==> src/rtl/prefetch_queue.sv <==
// Instruction prefetch queue: tracks the prefetch pointer, issues code fetches to the
// bus control unit and keeps returned bytes in an 8-byte circular buffer.
module prefetch_queue #(
  parameter int DEPTH = 8
) (
  input  logic                  clk,
  input  logic                  ce_1,
  input  logic                  ce_2,
  input  logic                  reset,
  input  logic                  pfp_set,
  input  logic [15:0]           new_pfp,
  input  logic [15:0]           ipq_head,
  output logic [DEPTH-1:0][7:0] ipq,
  output logic [3:0]            ipq_len,
  output logic                  fetch_req,
  output logic [15:0]           fetch_addr,
  output logic                  fetch_wide,
  input  logic                  fetch_ack,
  input  logic [15:0]           fetch_data,
  output logic                  fault
);

  localparam int IDX_W = $clog2(DEPTH);

  typedef enum logic [1:0] {IDLE, WAIT, DISCARD} state_t;

  state_t           state_q, state_d;
  logic [15:0]      pfp_q, pfp_d;
  logic             fetch_req_q, fetch_req_d;
  logic             fetch_wide_q, fetch_wide_d;
  logic             fault_q, fault_d;
  logic             en;
  logic             wr_en;
  logic [15:0]      diff;
  logic             len_ok;
  logic [IDX_W-1:0] wr_idx, wr_idx_hi;

  assign en        = ce_1 | ce_2;
  assign diff      = pfp_q - ipq_head;
  assign len_ok    = (diff <= 16'd8);
  assign ipq_len   = len_ok ? diff[3:0] : 4'd0;
  assign wr_idx    = pfp_q[IDX_W-1:0];
  assign wr_idx_hi = wr_idx + IDX_W'(1);

  assign fetch_req  = fetch_req_q;
  assign fetch_addr = pfp_q;
  assign fetch_wide = fetch_wide_q;
  assign fault      = fault_q;

  always_comb begin
    state_d      = state_q;
    pfp_d        = pfp_q;
    fetch_req_d  = fetch_req_q;
    fetch_wide_d = fetch_wide_q;
    fault_d      = fault_q;
    wr_en        = 1'b0;
    if (en) begin
      // A flush edge reloads PFP, so the stale length is not treated as an error there.
      if (!len_ok && !pfp_set) begin
        fault_d = 1'b1;
      end
      if (fetch_ack && state_q == IDLE) begin
        fault_d = 1'b1;
      end
      if (pfp_set) begin
        pfp_d = new_pfp;
        case (state_q)
          WAIT: begin
            if (fetch_ack) begin
              state_d     = IDLE;
              fetch_req_d = 1'b0;
            end else begin
              state_d = DISCARD;
            end
          end
          DISCARD: begin
            if (fetch_ack) begin
              state_d     = IDLE;
              fetch_req_d = 1'b0;
            end
          end
          default: state_d = IDLE;
        endcase
      end else begin
        case (state_q)
          IDLE: begin
            if (ipq_len <= 4'd6 && !pfp_q[0]) begin
              state_d      = WAIT;
              fetch_req_d  = 1'b1;
              fetch_wide_d = 1'b1;
            end else if (ipq_len <= 4'd7 && pfp_q[0]) begin
              state_d      = WAIT;
              fetch_req_d  = 1'b1;
              fetch_wide_d = 1'b0;
            end
          end
          WAIT: begin
            if (fetch_ack) begin
              wr_en       = 1'b1;
              pfp_d       = pfp_q + (fetch_wide_q ? 16'd2 : 16'd1);
              state_d     = IDLE;
              fetch_req_d = 1'b0;
            end
          end
          DISCARD: begin
            if (fetch_ack) begin
              state_d     = IDLE;
              fetch_req_d = 1'b0;
            end
          end
          default: state_d = IDLE;
        endcase
      end
    end
  end

  always_ff @(posedge clk) begin
    if (reset) begin
      state_q      <= IDLE;
      pfp_q        <= 16'h0000;
      fetch_req_q  <= 1'b0;
      fetch_wide_q <= 1'b0;
      fault_q      <= 1'b0;
    end else begin
      state_q      <= state_d;
      pfp_q        <= pfp_d;
      fetch_req_q  <= fetch_req_d;
      fetch_wide_q <= fetch_wide_d;
      fault_q      <= fault_d;
    end
  end

  // Byte fetches at odd addresses return their byte on the upper data lane.
  genvar gi;
  generate
    for (gi = 0; gi < DEPTH; gi++) begin : g_lane
      logic [7:0] byte_q, byte_d;

      always_comb begin
        byte_d = byte_q;
        if (wr_en && wr_idx == IDX_W'(gi)) begin
          byte_d = fetch_wide_q ? fetch_data[7:0] : fetch_data[15:8];
        end else if (wr_en && fetch_wide_q && wr_idx_hi == IDX_W'(gi)) begin
          byte_d = fetch_data[15:8];
        end
      end

      always_ff @(posedge clk) begin
        if (reset) begin
          byte_q <= 8'h00;
        end else begin
          byte_q <= byte_d;
        end
      end

      assign ipq[gi] = byte_q;
    end
  endgenerate

endmodule

==> config.mk <==
export PLATFORM = sky130hd
export DESIGN_NAME = prefetch_queue
export DESIGN_NICKNAME = d
export VERILOG_FILES = /design/src/rtl/prefetch_queue.sv
export SDC_FILE = /design/constraint.sdc
export NUM_CORES = 1
export LEC_CHECK = 0
export CORE_MARGIN = 5
export CORE_UTILIZATION = 38
export CTS_CLUSTER_SIZE = 14
export DETAILED_ROUTE_END_ITERATION = 10
export GPL_TIMING_DRIVEN = 0
export MAX_ROUTING_LAYER = met4
export PLACE_DENSITY_LB_ADDON = 0.12
export SYNTH_ARGS = -nofsm -noshare
export SYNTH_HDL_FRONTEND = slang
export SYNTH_SLANG_ARGS = --single-unit
==> constraint.sdc <==
create_clock -name clk -period 6.2 [get_ports clk]
set_clock_uncertainty 0.2 [all_clocks]
set_input_delay 0.62 -clock clk [delete_from_list [all_inputs] [get_ports clk]]
set_output_delay 0.62 -clock clk [all_outputs]
set_load 0.01 [all_outputs]
; ---- Word-level counts from Yosys, hierarchy flattened
; Index checks and enable logic that the tools add are counted.
[word_totals]
regBits = 85
word_cells = 128
inputBits = 54
out_inout_bits = 87
[classes]
n_addsub = 3
muxes = 43
n_reduce_logical = 46
n_bitwise = 2
eq_ne = 18
magnitude_cmp = 3
[ops]
columns = op, count
row1 = 8-bit 2-to-1 mux, 17
row2 = 16-bit 2-to-1 mux, 3
row3 = 2-bit nonzero test, 13
row4 = "3-bit equality test, second input constant", 8
row5 = 1-bit logical AND, 21
row6 = 16-bit by 2-bit adder with 16-bit output, 1
row7 = "16-bit by 4-bit <= comparator with 1-bit output, second input constant", 1
row8 = 16-bit subtractor, 1
row9 = 1-bit 2-to-1 mux, 13
row10 = "3-bit by 2-bit equality test with 1-bit output, second input constant", 4
row11 = 2-bit 2-to-1 mux, 6
row12 = "4-bit by 3-bit <= comparator with 1-bit output, second input constant", 2
row13 = 2-bit case mux with 2 select lines, 2
row14 = 4-bit AND reduction, 2
row15 = "3-bit by 1-bit equality test with 1-bit output, second input constant", 2
row16 = 3-bit logical NOT, 2
row17 = 4-bit 2-to-1 mux, 1
row18 = "4-bit by 2-bit inequality test with 1-bit output, second input constant", 1
row19 = 2-bit AND reduction, 2
row20 = "3-bit by 1-bit adder with 3-bit output, second input constant", 1
row21 = 1-bit logical NOT, 3
row22 = 3-bit AND reduction, 1
row23 = "2-bit by 1-bit equality test with 1-bit output, second input constant", 1
row24 = "2-bit equality test, second input constant", 1
row25 = other kinds (6), 6

; ---- Logic depth before layout (Yosys ltp)
[logic_depth]
depth_word = 9
depth_mapped = 13
mapped_depth_nobuf = 12

; ---- Least setup slack after synthesis
; OpenSTA, ideal clock, no wires.
[synth_timing]
path_type = reg2out
from = reg pfp_q[0], in the netlist fetch_addr[0]
to = out ipq_len[3]
n_path_buf = 1
slack_ps = 2615
stages_incl_launch_ff = 12
t_arrival_ps = 2765
t_required_ps = 5380
cell_sequence = dfxtp_1 clkbuf_1 inv_1 ha_1 fa_1 nor2b_1 o31a_1 nor2_1 o311ai_1 xnor2_1 nand4_1 nor3_1
[synth_between]
elab_chain_cells = 3
[synth_rtl]
columns = element, line_no
row1 = from (decl), 28  ; logic [15:0] pfp_q, pfp_d;
row2 = from (signal assigned), 126  ; pfp_q <= pfp_d;
row3 = 16-bit subtractor *, 39  ; assign diff = pfp_q - ipq_head;
row4 = 16-bit by 4-bit <= comparator with 1-bit output, 40  ; assign len_ok = (diff <= 16'd8);
row5 = 4-bit 2-to-1 mux *, 41  ; assign ipq_len = len_ok ? diff[3:0] : 4'd0;
row6 = to (decl), 14  ; output logic [3:0] ipq_len,
; Mark *: on every way between the ends. The rest lies on a longest branch, timed or not.

; ---- Final worst setup path
; Same ends and word-level chain as after synthesis.

==> metrics.md <==
| Metric | Value |
|---|---|
| Total design power | `approximately 0.0014 W` |
| Synthesized area per cell | `8.02 um2` |
| Sequential fraction of the synthesis area | `32.7%` |
| Quantity of gates resized following cts | `0` |
| I/O pin count | `141` |
| Number of warnings printed during yosys synthesis | `0` |
| DRT antenna net count | `0` |
| Count of H-tree levels built during CTS | `3` |
| Synthesis-stage register bit count | `85` |
| Drt first pass iters | `5` |
| Distinct cell type count after synthesis | `60` |
| Standby leakage power | `approximately 2.6 nW` |
| Clock transition at the register clock pins on the worst setup and hold paths after CTS | `roughly 0.070 ns` |
| Highest net fanout along the worst path | `7` |
| Maximum number of pins on one net before global-route repair | `16` |
| Cell at the root of the clock tree | `clkbuf_16` |
| Pwr dens | `~200 nW/um2` |
| Max Transition Viols Final | `0` |
| Later-pin clock latency in the skew report | `approximately 0.35 ns` |
| Commonest register cell after synthesis | `dfxtp_1` |
| Run status | `finished clean` |
| Unrepaired setup endpoints after global routing | `no` |
| Total routing resource utilization after global routing | `between 20% and 30%` |
| Post-DP HPWL | `approximately 14 mm` |
| Maximum VDD drop | `about 0.15 mV` |
| Setup TNS Final | `0 ns` |
| TritonCTS clock tree | `done` |
| Most common library cell in the layout ignoring fill and taps | `clkdlybuf4s50_1` |
| Highest-count cells in the layout ignoring fill and taps | `132 x clkdlybuf4s50_1, 91 x nor2_1, 85 x dfxtp_1, 59 x nand2_1, 57 x a211oi_1` |
| Fraction of registers with async set/reset | `0%` |
| Number of endpoints failing setup at the final stage | `0` |
| Hold/Removal Path Class | `flop to flop` |
| Maximum single-stage delay on the critical path | `around 0.62 ns` |
| Register area | `1700 um2` |
| Post-synth EDFFs | `0` |
| Starting utilization of the core area | `between 30% and 40%` |
| Max-capacitance violation count | `0` |
| Final routed DRC violation total | `0` |
| Multi-input gate area | `about 3200 um2` |
| Proportion of netlist area held by the largest area contributor | `32.7%` |
| Final weighted congestion in routability-driven placement | `slightly below 0.9` |
| Slowest CP cell | `clkdlybuf4s50_1` |
| Final critical path time including I/O delays and setup | `5.12 ns` |
| Area growth, synth to finish | `35.1%` |
| Count of buffers inserted at the top-level ports | `132` |
| Worst EP required | `approximately 5.4 ns` |
| Layout filler cell count | `about 1300` |
| Worst slew slack as a fraction of its limit | `about 44%` |
| Critical path data arrival time | `4.30 ns` |
| Number of antenna diodes | `0` |
| Clock buffers created by TritonCTS | `9` |
| Global-route wire length before repair | `a little under 30 mm` |
| Cell type with the highest aggregate area in the netlist | `dfxtp_1` |
| Vias after detailed routing | `5470` |
| Avg Vias per Cell | `approximately 5.6` |
| Number of hold buffers added after cts | `0` |
| Buffer levels on the longest clock path | `2` |
| Hold Vio Cnt, Final | `0` |
| Post-route clock period utilization | `between 80% and 90%` |
| Net count after synthesis | `between 700 and 800` |
| Share of cells above drive strength 1 | `4.89%` |
| Worst setup EP type | `primary output` |
| Sinks on the clock net | `between 80 and 90` |
| Pin slew with the least headroom to its limit | `between 0.8 and 0.9 ns` |
| Antenna violations before repair | `0` |
| Die Span X | `127 um` |
| Number of violations reported at the end of detailed-routing iteration 0 | `around 370` |
| Vias in the first global route | `5316` |
| Row cnt | `42` |
| Class of the most critical setup path | `flop to primary output` |
| Total standard cell area after synthesis | `5210 um2` |
| Ordered cell list for the critical path | `clkbuf_1 > inv_1 > ha_1 > fa_1 > nor2b_1 > o31a_1 > nor2_1 > o311ai_1 > xnor2_1 > nand4_1 > nor3_1 > clkdlybuf4s50_1` |
| Post-CTS Setup Inserts | `0` |
| Type of element launching the critical path | `flop` |
| Maximum operating frequency | `about 200 MHz` |
| DIE HEIGHT | `127 um` |
| Total global routing overflow | `0` |
| Full die area | `about 16000 um2` |
| Number of instances in the synthesized netlist | `650` |
| Overall routed net length | `between 15 and 20 mm` |
| Post-detailed-route wirelength per cell | `slightly below 20 um` |
| Core Region | `roughly 13000 um2` |
| Largest cells by area after synthesis | `dfxtp_1 33%, mux2i_1 9.8%, a211oi_1 8.2%, nor2_1 6.6%, ha_1 5.5%` |
| Final net count | `872` |
[routing by layer]
metal	wire, um	share of wire (%)	vias to the layer above	global-route usage, %
met2	8550	45	199	36.4
met5	0	0	-	-
met3	1070	5.7	23	4.34
met1	8900	47	2597	31.9
met4	278	1.5	0	5.24
li1	-	-	2651	-
[flip-flops by register name, indices dropped and copies added, names as in the netlist]
name           flops
fetch_wide         1
fetch_addr        16
g_lane.byte_q     64
fault              1
fetch_req          1
state_q            2
[worst paths after layout]
kind | to | depth (start not counted) | startpoint | slack [ns]
worst min-delay path | g_lane[2].byte_q[5] | 2 | g_lane[2].byte_q[5] | 0.26
worst max register to register | fetch_wide | 13 | fetch_addr[0] | 2.20
worst min register to register | g_lane[2].byte_q[5] | 2 | g_lane[2].byte_q[5] | 0.26
worst max-delay path | ipq_len[3] | 12 | fetch_addr[0] | 1.08
[cell type report]
cell class,instances,area share [%]
Sequential cell,85,24.2
Timing Repair Buffer,132,18.8
Multi-Input combinational cell,496,46.1
Buffer,40,2.24
Tap cell,176,3.13
Clock inverter,6,0.658
Clock buffer,10,3.40
Inverter,29,1.55
[synthesized netlist by cell type, drive strengths merged, types with 3 or more instances]
cell type / count
o22ai: 3
and3: 6
ha: 23
xor2: 5
mux2: 8
a21oi: 43
or2: 5
a21o: 7
a211oi: 58
o21ai: 27
nor2b: 4
xnor2: 3
nand4: 3
a22oi: 19
clkbuf: 29
a31oi: 5
nand3: 16
o31ai: 4
nor2: 94
dfxtp: 85
mux2i: 51
nor4: 3
nand2: 59
o21a: 4
nand3b: 3
buf: 11
nor3: 13
inv: 29
[logic make-up after synthesis]
group	count (synthesis)	synth area share, %
AO/OA/AOI/OAI	191	24.9
XOR/XNOR	8	1.34
adder cells (fa/ha/maj)	25	6.29
buffers and inverters	69	5.12
flip-flops	85	32.7
multiplexers	59	11.5
AND/OR/NAND/NOR	213	18.2
[power breakdown]
part	internal (W)	total, W	switching (W)	leakage [nW]
Combinational	0.000116	0.000278	0.000163	1.74
Sequential	0.000558	0.000574	0.0000162	0.688
Clock	0.000285	0.000524	0.000240	0.135
[through the flow]
stage / cell area (um2) / hold slack (ns) / std cells / util [%] / setup WS, ns
5_1_grt: 7040 / 0.284 / 974 / 52.7 / 0.846
3_3_place_gp: 6750 / 0.247 / 958 / 50.6 / 1.40
4_1_cts: 7040 / 0.259 / 974 / 52.7 / 1.14
2_1_floorplan: 5210 / 0.274 / 650 / - / 2.61
6_report: 7040 / 0.259 / 974 / 52.7 / 1.08
3_5_place_dp: 6750 / 0.250 / 958 / 50.6 / 1.37
[critical path: cells and delay by family (launching register included)]
family	cells	cell delay, ns
xor+xnor	1	0.17
flops	1	0.37
fa+ha+maj	2	0.66
buf+inv	3	1.26
simple gates	4	0.95
compound gates	2	0.52
Power figures use the tool's default switching activity.
